$ cat config.mk
export PLATFORM = sky130hd
export DESIGN_NAME = voice_reg_bank
export DESIGN_NICKNAME = d
export VERILOG_FILES = /design/src/rtl/voice_reg_bank.sv
export SDC_FILE = /design/constraint.sdc
export NUM_CORES = 1
export LEC_CHECK = 0
export ABC_AREA = 1
export BUFFER_PORTS_ARGS = -buffer_cell sky130_fd_sc_hd__clkbuf_2
export CORE_MARGIN = 1.5
export CORE_UTILIZATION = 25
export CTS_BUF_LIST = sky130_fd_sc_hd__clkbuf_2 sky130_fd_sc_hd__clkbuf_4 sky130_fd_sc_hd__clkbuf_8
export DETAILED_ROUTE_END_ITERATION = 10
export SYNTH_ARGS = -nofsm -noshare
export SYNTH_HDL_FRONTEND = slang
export SYNTH_SLANG_ARGS = --single-unit
$ cat constraint.sdc
create_clock -name Clock -period 2 [get_ports Clock]
set_clock_uncertainty 0.05 [all_clocks]
set_input_delay 0.3 -clock Clock [delete_from_list [all_inputs] [get_ports Clock]]
set_output_delay 0.3 -clock Clock [all_outputs]
set_load 0.01 [all_outputs]
$ cat src/rtl/voice_reg_bank.sv
// Per-voice control register bank for the synth voices.
// Byte-wide asynchronous bus is sampled into the Clock domain; 24-bit
// parameters are assembled through shared staging bytes and committed in
// one cycle on the high-byte write. Gate writes produce note-on/off strobes.
//
// Bus semantics: a write is requested by a rising edge of BusClock while
// BusReadWrite=1. BusAddress/BusDataIn must be held from that rise until
// 4 Clock cycles later. There is no ready/acknowledge; the write executes
// two Clock edges after the rise is first sampled. Reads are purely
// address-driven: BusDataOut/BusDataOE follow BusAddress/BusReadWrite one
// Clock later, with BusDataOE=1 only for a read of a mapped byte.
module voice_reg_bank #(
  parameter int          NUM_VOICES   = 4,
  parameter logic [15:0] VOICE_BASE   = 16'h0010,
  parameter logic [15:0] VOICE_STRIDE = 16'h0020
) (
  input  logic                    Clock,
  input  logic                    Reset,
  input  logic [15:0]             BusAddress,
  input  logic [7:0]              BusDataIn,
  output logic [7:0]              BusDataOut,
  output logic                    BusDataOE,
  input  logic                    BusReadWrite,
  input  logic                    BusClock,
  output logic [NUM_VOICES-1:0]   Gate,
  output logic [NUM_VOICES-1:0]   GateOn,
  output logic [NUM_VOICES-1:0]   GateOff,
  output logic [24*NUM_VOICES-1:0] Incr,
  output logic [24*NUM_VOICES-1:0] PulseWidth,
  output logic [24*NUM_VOICES-1:0] Attack,
  output logic [24*NUM_VOICES-1:0] Decay,
  output logic [24*NUM_VOICES-1:0] Sustain,
  output logic [24*NUM_VOICES-1:0] Release,
  output logic [2*NUM_VOICES-1:0]  WaveType,
  output logic [NUM_VOICES-1:0]   Linear
);

  localparam int VW = (NUM_VOICES > 1) ? $clog2(NUM_VOICES) : 1;

  logic s1, s2, s3;
  logic wr_pulse;

  logic          hit;
  logic [VW-1:0] hit_voice;
  logic [4:0]    hit_off;
  logic [31:0]   vbase;
  logic [31:0]   rel;
  logic [7:0]    rd_byte;

  logic [7:0]  stage_lo, stage_mid;
  logic [23:0] incr_q    [NUM_VOICES];
  logic [23:0] pw_q      [NUM_VOICES];
  logic [23:0] attack_q  [NUM_VOICES];
  logic [23:0] decay_q   [NUM_VOICES];
  logic [23:0] sustain_q [NUM_VOICES];
  logic [23:0] release_q [NUM_VOICES];
  logic [1:0]  wave_q    [NUM_VOICES];
  logic [NUM_VOICES-1:0] gate_q, linear_q, on_q, off_q;

  // Bring BusClock into the Clock domain and keep one history bit for edge detect.
  always_ff @(posedge Clock or negedge Reset) begin
    if (!Reset) begin
      s1 <= 1'b0;
      s2 <= 1'b0;
      s3 <= 1'b0;
    end else begin
      s1 <= BusClock;
      s2 <= s1;
      s3 <= s2;
    end
  end

  assign wr_pulse = s2 & ~s3 & BusReadWrite;

  // Address decode: find which voice block (if any) the address falls in.
  always_comb begin
    hit       = 1'b0;
    hit_voice = '0;
    hit_off   = '0;
    vbase     = '0;
    rel       = '0;
    for (int v = 0; v < NUM_VOICES; v++) begin
      vbase = 32'(VOICE_BASE) + 32'(v) * 32'(VOICE_STRIDE);
      rel   = 32'(BusAddress) - vbase;
      if ((32'(BusAddress) >= vbase) && (rel < 32'h15)) begin
        hit       = 1'b1;
        hit_voice = VW'(v);
        hit_off   = rel[4:0];
      end
    end
  end

  // Register writes, 24-bit staging/commit and gate-edge strobes.
  always_ff @(posedge Clock or negedge Reset) begin
    if (!Reset) begin
      stage_lo  <= '0;
      stage_mid <= '0;
      gate_q    <= '0;
      linear_q  <= '0;
      on_q      <= '0;
      off_q     <= '0;
      for (int v = 0; v < NUM_VOICES; v++) begin
        incr_q[v]    <= '0;
        pw_q[v]      <= '0;
        attack_q[v]  <= '0;
        decay_q[v]   <= '0;
        sustain_q[v] <= '0;
        release_q[v] <= '0;
        wave_q[v]    <= '0;
      end
    end else begin
      on_q  <= '0;
      off_q <= '0;
      if (wr_pulse && hit) begin
        case (hit_off)
          5'h00: begin
            if (BusDataIn[0] && !gate_q[hit_voice]) begin
              gate_q[hit_voice] <= 1'b1;
              on_q[hit_voice]   <= 1'b1;
            end else if (!BusDataIn[0] && gate_q[hit_voice]) begin
              gate_q[hit_voice] <= 1'b0;
              off_q[hit_voice]  <= 1'b1;
            end else if (BusDataIn[0] && BusDataIn[1]) begin
              on_q[hit_voice] <= 1'b1;
            end
          end
          5'h01, 5'h05, 5'h08, 5'h0B, 5'h0E, 5'h11: stage_lo  <= BusDataIn;
          5'h02, 5'h06, 5'h09, 5'h0C, 5'h0F, 5'h12: stage_mid <= BusDataIn;
          5'h03: incr_q[hit_voice]    <= {BusDataIn, stage_mid, stage_lo};
          5'h04: wave_q[hit_voice]    <= BusDataIn[1:0];
          5'h07: pw_q[hit_voice]      <= {BusDataIn, stage_mid, stage_lo};
          5'h0A: attack_q[hit_voice]  <= {BusDataIn, stage_mid, stage_lo};
          5'h0D: decay_q[hit_voice]   <= {BusDataIn, stage_mid, stage_lo};
          5'h10: sustain_q[hit_voice] <= {BusDataIn, stage_mid, stage_lo};
          5'h13: release_q[hit_voice] <= {BusDataIn, stage_mid, stage_lo};
          5'h14: linear_q[hit_voice]  <= BusDataIn[0];
          default: ;
        endcase
      end
    end
  end

  // Readback byte select from live registers of the addressed voice.
  always_comb begin
    rd_byte = '0;
    case (hit_off)
      5'h00: rd_byte = {7'b0, gate_q[hit_voice]};
      5'h01: rd_byte = incr_q[hit_voice][7:0];
      5'h02: rd_byte = incr_q[hit_voice][15:8];
      5'h03: rd_byte = incr_q[hit_voice][23:16];
      5'h04: rd_byte = {6'b0, wave_q[hit_voice]};
      5'h05: rd_byte = pw_q[hit_voice][7:0];
      5'h06: rd_byte = pw_q[hit_voice][15:8];
      5'h07: rd_byte = pw_q[hit_voice][23:16];
      5'h08: rd_byte = attack_q[hit_voice][7:0];
      5'h09: rd_byte = attack_q[hit_voice][15:8];
      5'h0A: rd_byte = attack_q[hit_voice][23:16];
      5'h0B: rd_byte = decay_q[hit_voice][7:0];
      5'h0C: rd_byte = decay_q[hit_voice][15:8];
      5'h0D: rd_byte = decay_q[hit_voice][23:16];
      5'h0E: rd_byte = sustain_q[hit_voice][7:0];
      5'h0F: rd_byte = sustain_q[hit_voice][15:8];
      5'h10: rd_byte = sustain_q[hit_voice][23:16];
      5'h11: rd_byte = release_q[hit_voice][7:0];
      5'h12: rd_byte = release_q[hit_voice][15:8];
      5'h13: rd_byte = release_q[hit_voice][23:16];
      5'h14: rd_byte = {7'b0, linear_q[hit_voice]};
      default: rd_byte = '0;
    endcase
  end

  // Registered read port: one Clock of latency, independent of BusClock.
  always_ff @(posedge Clock or negedge Reset) begin
    if (!Reset) begin
      BusDataOut <= '0;
      BusDataOE  <= 1'b0;
    end else begin
      BusDataOE  <= hit & ~BusReadWrite;
      BusDataOut <= (hit && !BusReadWrite) ? rd_byte : 8'h00;
    end
  end

  assign Gate    = gate_q;
  assign GateOn  = on_q;
  assign GateOff = off_q;
  assign Linear  = linear_q;

  for (genvar v = 0; v < NUM_VOICES; v++) begin : g_flat
    assign Incr[24*v +: 24]       = incr_q[v];
    assign PulseWidth[24*v +: 24] = pw_q[v];
    assign Attack[24*v +: 24]     = attack_q[v];
    assign Decay[24*v +: 24]      = decay_q[v];
    assign Sustain[24*v +: 24]    = sustain_q[v];
    assign Release[24*v +: 24]    = release_q[v];
    assign WaveType[2*v +: 2]     = wave_q[v];
  end

endmodule

# After elaboration in Yosys (flattened, before gate mapping)
# Index checks and enable logic that the tools add are counted.
# op_classes
add_sub_neg	4
n_lt_le_gt_ge	12
eq_ne	20
mux	63
bitwise_logic	9
reduce_logical	29
# op_table
operator	count
96-bit bitwise mux	6
24-bit two-way mux	13
24-bit binary-select mux with 2-bit select	6
8-bit one-hot mux with 21 select lines	1
32-bit by 5-bit less-than comparator with 1-bit output, second input constant	4
24-bit demux with 2-bit select	1
4-bit two-way mux	11
5-bit by 4-bit == test with 1-bit output, second input constant	8
16-bit by 7-bit subtractor with 17-bit output, second input constant	2
16-bit by 7-bit >= comparator with 1-bit output, second input constant	2
5-bit == test, second input constant	5
5-bit by 3-bit == test with 1-bit output, second input constant	4
5-bit two-way mux	4
2-bit AND reduction	10
16-bit by 5-bit subtractor with 17-bit output, second input constant	1
16-bit by 6-bit subtractor with 17-bit output, second input constant	1
16-bit by 5-bit >= comparator with 1-bit output, second input constant	1
16-bit by 6-bit >= comparator with 1-bit output, second input constant	1
6-bit OR reduction	2
1-bit logical AND	11
5-bit by 2-bit == test with 1-bit output, second input constant	2
2-bit two-way mux	5
8-bit bitwise mux	1
1-bit two-way mux	8
21 further kinds	27
# word_totals
regBits	628
input_bits	28
output_inout_bits	609
elab_cells	176

# Depth between registers and ports, before layout
# Gate-level depths: netlist (run 1).
# logic_depth
ltp_word	15
ltp_mapped	23
depth_no_buf	23

# Worst setup path after synthesis (run 1)
# Ideal clock, no wire load.
# synth_timing
kind	input-to-reg
from	in BusAddress[4]
to	reg incr_q (netlist bit Incr[10])
setup_ns	0.132
t_arrival_ns	2.712
t_required_ns	1.818
slack_ns	-0.895
stages	22
path_buffers	3
cell_sequence	buf_4 inv_2 ha_1 inv_1 nand2_1 nand3_1 nand2_1 nand3_1 nor2_1 nand3_1 clkinv_1 nand3_2 nand3_4 inv_2 nor2_8 inv_2 nor2_4 nand2_1 buf_2 buf_2 nand2_1 o21ai_1
# synth_via
elab_chain_len	12
word_cells_on_any_way	37
cone_classes	add/sub (4); order compare (10); eq/ne (1); mux (14); bitwise (1); reduce/logical (7)
# synth_lines
element	line_no	rtl
start: declaration	19	input logic [15:0] BusAddress,
16-bit by 6-bit subtractor with 17-bit output	84	rel = 32'(BusAddress) - vbase;
32-bit by 5-bit less-than comparator with 1-bit output	85	if ((32'(BusAddress) >= vbase) && (rel < 32'h15)) begin
1-bit logical AND	85	
1-bit two-way mux	85	
2-bit two-way mux (2 in a row)	85	
2-bit NOT with 3-bit output (not written as such)	129	5'h03: incr_q[hit_voice] <= {BusDataIn, stage_mid, stage_lo};
3-bit >= comparator (not written as such) / 3-bit by 1-bit less-than comparator with 1-bit output (equally long branches)	129	
1-bit logical AND (not written as such)	129	
24-bit two-way mux (not written as such)	129	
24-bit demux with 2-bit select	129	
96-bit bitwise mux	129	
end signal: indexed assignment	129	
end: declaration	51	logic [23:0] incr_q [NUM_VOICES];
# Parallel ways exist; a longest one is shown, timed or not.
# A chain may end at the register's enable or synchronous reset.

# Worst setup path in the final report (run 1)
# layout_timing
from	in BusAddress[8]
to	reg decay_q (netlist bit Decay[3])
# layout_via
elab_chain_len	12
word_cells_on_any_way	37
cone_classes	add/sub (4); order compare (10); eq/ne (1); mux (14); bitwise (1); reduce/logical (7)
# layout_lines
element	line_no	rtl
16-bit by 6-bit subtractor with 17-bit output	84	
32-bit by 5-bit less-than comparator with 1-bit output	85	
1-bit logical AND	85	
1-bit two-way mux	85	
2-bit two-way mux (2 in a row)	85	
2-bit NOT with 3-bit output (not written as such)	133	5'h0D: decay_q[hit_voice] <= {BusDataIn, stage_mid, stage_lo};
3-bit >= comparator (not written as such) / 3-bit by 1-bit less-than comparator with 1-bit output (equally long branches)	133	
1-bit logical AND (not written as such)	133	
24-bit two-way mux (not written as such)	133	
24-bit demux with 2-bit select	133	
96-bit bitwise mux	133	
end signal: indexed assignment	133	
end: declaration	54	logic [23:0] decay_q [NUM_VOICES];
# Parallel ways exist; a longest one is shown, timed or not.

==> results of run 1 <==
-- synthesized netlist by cell type --
library cell / number / share of area
nand2_1: 1376 / 0.18
dfrtp_1: 628 / 0.54
o21ai_1: 413 / 0.071
o21ai_0: 208 / 0.036
nand3_1: 199 / 0.034
nor2_1: 168 / 0.022
clkbuf_1: 135 / 0.017
buf_2: 98 / 0.017
inv_1: 90 / 0.012
a22oi_1: 67 / 0.017
a21oi_1: 59 / 0.010
nand4_1: 41 / 0.0088
nor2_2: 20 / 0.0043
inv_2: 18 / 0.0023
buf_6: 13 / 0.0050
nor2_4: 9 / 0.0035
nand2_2: 7 / 0.0015
nand3_2: 7 / 0.0024
nor3_1: 7 / 0.0012
ha_1: 6 / 0.0026
nand3_4: 5 / 0.0030
and2_0: 4 / 0.00086
buf_1: 4 / 0.00052
buf_4: 4 / 0.0010
mux2i_1: 4 / 0.0014
clkinv_1: 3 / 0.00039
nand2_4: 2 / 0.00078
nand4_2: 2 / 0.00086
xor2_1: 2 / 0.00060
a21oi_2: 1 / 0.00030
a31oi_1: 1 / 0.00022
and2_1: 1 / 0.00022
clkbuf_2: 1 / 0.00017
clkinv_2: 1 / 0.00017
inv_4: 1 / 0.00022
nand3b_1: 1 / 0.00026
nor2_8: 1 / 0.00069
nor3_4: 1 / 0.00056
o21ai_2: 1 / 0.00030
o21bai_1: 1 / 0.00026
o31ai_1: 1 / 0.00026
-- per-stage QoR --
step	hold slack (ns)	util	total power, mW
floorplan	-0.0456	-	13.3
global placement	0.0978	0.324	14.0
detailed placement	0.0974	0.324	14.0
CTS	0.172	0.371	28.3
global route	0.189	0.382	29.0
finish	0.212	0.382	28.2
-- layout make-up --
cell class / instances / area share
Antenna cell: 3 / 0.000171
Clock buffer: 180 / 0.0523
Clock inverter: 34 / 0.00864
Inverter: 113 / 0.0113
Multi-Input combinational cell: 2615 / 0.304
Sequential cell: 628 / 0.358
Tap cell: 1512 / 0.0431
Timing Repair Buffer: 1180 / 0.222
-- placed cells by master, fill, tap and decap left out, drive strengths merged --
cell and n:
nand4 43, nor3 8, and2 5, o21ai 622, o31ai 1, nand3 211, nand3b 1, a31oi 1
a21oi 60, xor2 2, clkbuf 832, bufbuf 8, nand2 1385, ha 6, mux2i 4, clkinv 22
diode 3, buf 507, dlygate4sd3 13, a22oi 67, bufinv 5, clkinvlp 4, dfrtp 628, nor2 198
inv 116, o21bai 1
-- flip-flops by register name (all words and copies together), names as in the netlist, named ones only --
register	cells
Attack	96
Decay	96
Incr	96
PulseWidth	96
Release	96
Sustain	96
BusDataOut	8
WaveType	8
stage_lo	8
stage_mid	8
GateOff	4
GateOn	4
Linear	4
BusDataOE	1
s1	1
s2	1
s3	1
-- kinds of logic after synthesis --
| kind of cell | synth area share |
|---|---|
| compound gates | 0.136 |
| xor+xnor | 0.000603 |
| fa+ha+maj | 0.00258 |
| buf+inv | 0.0558 |
| flops | 0.541 |
| mux | 0.00138 |
| simple gates | 0.263 |
-- timing repair --
| item | CTS | global route |
|---|---|---|
| resized for setup | 324 | 168 |
| endpoints found under the hold margin | 772 | 0 |
| endpoints found under the setup margin | 624 | 624 |
| pin swaps | 107 | 53 |
| buffers inserted | 73 | 30 |
| gates cloned | 23 | 19 |
| hold buffers | 13 | 0 |
-- routing by layer --
metal,up-vias,GRT usage,share of wire
met1,15700,0.343,0.41
met2,1710,0.406,0.44
met5,-,0,0.000084
met4,2,0.135,0.056
met3,424,0.0700,0.092
li1,14000,-,-
-- worst reg2reg max path: stages, from the launching register on --
cell,delay (ns)
dfrtp_1,0.35
inv_1,0.04
nor2_1,0.09
nand2_1,0.15
nor2_8,0.20
bufbuf_16,0.33
nand3_4,0.19
buf_12,0.19
buf_16,0.15
nand2_1,0.10
o21ai_1,0.09
-- where the power goes --
| group | internal (mW) | switching, mW |
|---|---|---|
| Sequential | 12.7 | 0.00161 |
| Clock | 8.03 | 6.19 |
| Combinational | 0.403 | 0.829 |
| Total | 21.1 | 7.02 |
-- how the worst max path moves through the flow --
stage	from	endpoint	slack, ns
2_1_floorplan	BusAddress[4]	Attack[64]	-0.59
3_3_place_gp	BusAddress[7]	BusDataOut[2]	-1.76
3_5_place_dp	BusAddress[4]	BusDataOut[2]	-1.81
4_1_cts	BusAddress[4]	BusDataOut[3]	-0.40
5_1_grt	BusAddress[4]	Decay[3]	-0.64
6_report	BusAddress[8]	Decay[3]	-0.61
==> out/results.ini, run 1 <==
[timing]
slew_headroom=0.569
drv_slew=0
grt_setup_unrepaired=true
tightest_slew_ns=0.646
clock.fmax_mhz=383
setup_viol=624
fin_crit_sh=1.31
period_minus_slack_ns=2.61
setup_slack_ns=-0.611
hold_viol=0
setup_tns_ns=-232.75

[routing]
drt_first_pass_iters=6
drt_iter0_markers=3166
routed_wirelength_um=166000
via_count=31800
wl_per_cell_um=26.5
routed_via_density=5.08
ant_nets=0
drc_errors=0

[die]
die_w_um=344
initial_core_util=0.253
placementRows=124
core_area_um2=115000
die-area_um2=118000
die_y_um=344
ioPinCount=637

[critical_path]
cp.required_ns=2.63
crit_chain=clkbuf_8 -> nor2_4 -> buf_12 -> buf_6 -> nand4_1 -> nand3_2 -> nand2_2 -> nor2_1 -> nand3_1 -> nor2_4 -> buf_4 -> nor2_4 -> nand2_4 -> buf_6 -> nand3_4 -> nor2_4 -> buf_12 -> buf_12 -> nand3_4 -> buf_12 -> buf_16 -> nand2_1 -> o21ai_1
rrSetupSlack_ns=-0.06
slowest_delay_ns=0.19
cp-end-kind=flip-flop
cp_top_family=simple AND/OR/NAND/NOR gates
cp-start-kind=input pin
timing.rr.start=s2
crit_arrival_ns=3.24
crit_type=in2reg
timing.rr.end=Decay[3]
cp_slowest_cell=buf_12
ff2ff_path_depth=10
cp_max_fo=12
worst-path-buf-inv=9
cp.depth=23

[cells_and_area]
postLayoutCellArea_um2=43900
syn_to_final_growth_pct=51.1
multiInputGateArea_um2=13400
final_cells=6265
drive_gt1_frac=0.374
layout.nets=4686
fillers=11800
seq_area_um2=15700

[pwr]
vdd_drop_max_mv=0.481
p_leak_nw=21.7
p_per_area_nw_per_um2=642

[global_routing]
grt_antenna_before_repair=9
grtUsageTotal=0.265
grt_overflow_total=0
grt_pass1_wl_um=223000
grt_max_degree=78
grt_pass1_vias=30100

[clock_tree]
cts_buffers=114
clk_pin_slew_ns=0.06
cts_root_buffer=clkbuf_8
clk_path_buf_depth=3
cts_max_level=3
cts.sinks=628
cts_tree=yes
clock_latency_ns=0.85

[yosys]
synth_seq_cells=628
syn_nets=3645
synth_area_um2=29000
ys_types=41
ys_warn_count=0
yosysSeqAreaShare=0.541
synth_cells=3611
avgSynthCellArea_um2=8.04

[job]
drv_cap=0

[hold_path]
min_from=BusClock
worst_hold_path_type=in2reg
hold_end=s1
hold_depth=2

[outcome]
violations=setup timing
status=finished, violations left

[placement]
dpl.hpwl_um=116000
io_buffers=636
place_area_um2=37100
pre_cts_slack_ns=-1.81
gp_congestion=0.934
place_inst=5895

No activity file was read; power rests on OpenSTA's default activity.
==> inputs of run 2 (changes only) <==
--- a/config.mk
+++ b/config.mk
@@ -7,6 +7,7 @@
 export LEC_CHECK = 0
 export ABC_AREA = 1
 export BUFFER_PORTS_ARGS = -buffer_cell sky130_fd_sc_hd__clkbuf_2
+export CORE_ASPECT_RATIO = 1.2
 export CORE_MARGIN = 1.5
 export CORE_UTILIZATION = 25
 export CTS_BUF_LIST = sky130_fd_sc_hd__clkbuf_2 sky130_fd_sc_hd__clkbuf_4 sky130_fd_sc_hd__clkbuf_8
==> constraint.sdc (replaced) <==
create_clock -name Clock -period 2 [get_ports Clock]
set_clock_uncertainty 0.05 [all_clocks]
set_input_delay 0.3 -clock Clock [delete_from_list [all_inputs] [get_ports Clock]]
set_output_delay 0.3 -clock Clock [all_outputs]
set_load 0.1 [all_outputs]
==> run 2 against run 1 <==
Compared with the run above:
- the flow still finishes with violations (setup timing)
- sequential share of layout area fell by 0.81 points
- non-clock buffer count is 30 higher
- via count up 1.4%
- global-route usage increased by 0.54 points
- cell area up 2.4%
- critical path depth grew 1
- critical endpoint is now Incr[86]
- largest cell class unchanged
- largest power group unchanged
==> out/results.ini, run 2 (synthesized netlist as in run 1, its figures left out) <==
[pwr]
p_total_mw=27.4  ; -2.6%
clockPowerShare=0.489  ; -0.016
swShare=0.255  ; +0.00592
pwr-share-seq=0.464  ; +0.013
p_int_mw=20.4  ; -3.4%
p_comb_frac=0.047  ; +0.003
p_sw_mw=6.99  ; -0.33%
p_per_area_nw_per_um2=610  ; -4.9%
p_leak_nw=21.8  ; +0.68%
vdd_drop_max_mv=0.550  ; +14%

[global_routing]
grt_overflow_total=0  ; unchanged
grt_antenna_before_repair=7  ; -2
grt_pass1_vias=29700  ; -1.4%
grtUsageTotal=0.270  ; +0.00536
grt_pass1_wl_um=227000  ; +1.4%
grt_max_degree=99  ; +27%

[cells_and_area]
drive_gt1_frac=0.402  ; +0.0286
syn_to_final_growth_pct=54.7
layout_commonest_cell=nand2_1
layout.nets=4715  ; +0.62%
postLayoutCellArea_um2=44900  ; +2.4%
layout_common_cells=nand2_1, dfrtp_1, clkbuf_2

[routing]
via_count=32300  ; +1.4%
routed_via_density=5.13  ; +0.95%
drt_first_pass_iters=6  ; unchanged
routed_wirelength_um=174000  ; +4.4%
ant_nets=0  ; unchanged
wl_per_cell_um=27.6  ; +4.0%
drt_iter0_markers=3243  ; +2.4%
drc_errors=0  ; unchanged

[critical_path]
cp-end-kind=flip-flop
timing.rr.end=Incr[86]
cp_max_fo=7  ; -5
crit_start=BusAddress[5]
rrSetupSlack_ns=0.11  ; +0.17 ns
crit_type=in2reg
ff2ff_path_depth=11  ; +1
crit_arrival_ns=3.09  ; -0.15 ns
cp.required_ns=2.63  ; about the same
cp-start-kind=input pin
timing.rr.start=s2
crit_end=Incr[86]

[clock_tree]
cts_buffers=110  ; -3.5%
clk_path_buf_depth=3  ; unchanged
cts_tree=yes
clk_pin_slew_ns=0.06  ; about the same
clock_latency_ns=0.87  ; +0.02 ns
cts_root_buffer=clkbuf_8
cts.sinks=628  ; unchanged
cts_max_level=3  ; unchanged

[job]
drv_cap=0  ; unchanged

[timing]
slew_headroom=0.426  ; -0.143
fin_crit_sh=1.23  ; -0.0757
drv_slew=0  ; unchanged
hold_viol=0  ; unchanged
setup_viol=1210  ; +94%
setup_tns_ns=-251.56  ; -18.81 ns
clock.fmax_mhz=407  ; +6.2%
period_minus_slack_ns=2.46  ; -0.151 ns
setup_slack_ns=-0.460  ; +0.151 ns
tightest_slew_ns=0.854  ; +0.208 ns
grt_setup_unrepaired=true

[die]
die_y_um=376  ; +9.5%
placementRows=136  ; +9.7%
initial_core_util=0.253  ; about the same
die-area_um2=118000  ; about the same
ioPinCount=637  ; unchanged
core_area_um2=115000  ; about the same
die_w_um=314  ; -8.6%

[placement]
dpl.hpwl_um=118000  ; +1.5%
place_area_um2=37200  ; about the same
io_buffers=636  ; unchanged
gp_congestion=0.934  ; about the same

[outcome]
violations=setup timing
status=finished, violations left

[hold_path]
worst_hold_path_type=in2async

run 2: cell count changes in the layout (fill, tap and decap cells not counted), moves of 14 or more:
cell,before,now
nor2_1,118,104
o21ai_2,32,64
o21ai_0,151,131
clkbuf_16,20,43
buf_8,6,21
buf_12,100,78
buf_6,43,71
nand2_4,21,65
clkbuf_2,629,611
nand2_1,1262,1197
run 2: layout make-up:
cell class / instances / area (um2)
tap: 1518 / 1900
clock buffer: 173 / 2170
timing repair buffer: 1210 / 10300
antenna: 3 / 7.51
sequential: 628 / 15700
multi-input combinational: 2618 / 14000
fill: 11600 / 69900
inverter: 113 / 532
clock inverter: 28 / 269
run 2: per-layer routing:
metal | up-vias | track usage | routed length [um]
met5 | - | 0 | 46
met4 | 8 | 0.132 | 10800
met3 | 491 | 0.0679 | 15900
met2 | 1804 | 0.443 | 80600
met1 | 15900 | 0.329 | 66200
li1 | 14000 | - | -
run 2: what timing repair did:
action                                   CTS  global route
gates resized for setup                  384           428
buffers inserted                          60            27
hold buffers                              13             0
endpoints found under the hold margin    828             0
endpoints found under the setup margin  1234          1219
pin swaps                                105            84
gates cloned                              25            43
run 2: worst min-delay path by stage:
stage                endpoint  slack [ns]  depth (start not counted)  startpoint
2_1_floorplan       Attack[0]       -0.05                          0       Reset
3_3_place_gp   PulseWidth[68]        0.10                          1       Reset
3_5_place_dp   PulseWidth[68]         0.1                          1       Reset
4_1_cts           Release[91]      0.0007                          3       Reset
5_1_grt              Incr[91]        0.04                          3       Reset
6_report        BusDataOut[4]        0.05                          3       Reset
run 2: power by group through the flow:
stage	sequential, mW	clock (mW)	combinational (mW)
3_5_place_dp	12.9	0	1.08
6_report	12.7	13.4	1.30
2_1_floorplan	13.0	0	0.307
3_3_place_gp	12.9	0	1.09
5_1_grt	12.7	14.1	1.40
4_1_cts	12.7	13.5	1.22
run 2: through the flow:
stage          instances  hold slack (ns)  utilization  setup slack [ns]
6_report            6291           0.0477        0.391            -0.460
5_1_grt             6289           0.0407        0.391            -0.495
4_1_cts             6220         0.000736        0.369            -0.324
3_5_place_dp        5924           0.0975        0.324             -1.89
3_3_place_gp        5924            0.100        0.324             -1.93
2_1_floorplan       3611          -0.0456            -            -0.609
run 2: critical path, stage by stage:
cell	delay [ns]
clkbuf_16	0.13
ha_4	0.21
nor2_4	0.05
buf_6	0.11
inv_2	0.03
nand4_1	0.20
nor2_1	0.21
nand3_1	0.12
nor2_2	0.12
nand2_2	0.09
nand2_2	0.09
inv_2	0.05
nand3_4	0.11
buf_12	0.13
buf_8	0.12
inv_8	0.04
nor2_8	0.10
clkinv_4	0.09
nor2_4	0.16
buf_12	0.17
nand2_8	0.12
clkbuf_16	0.20
nand2_1	0.06
o21ai_1	0.07
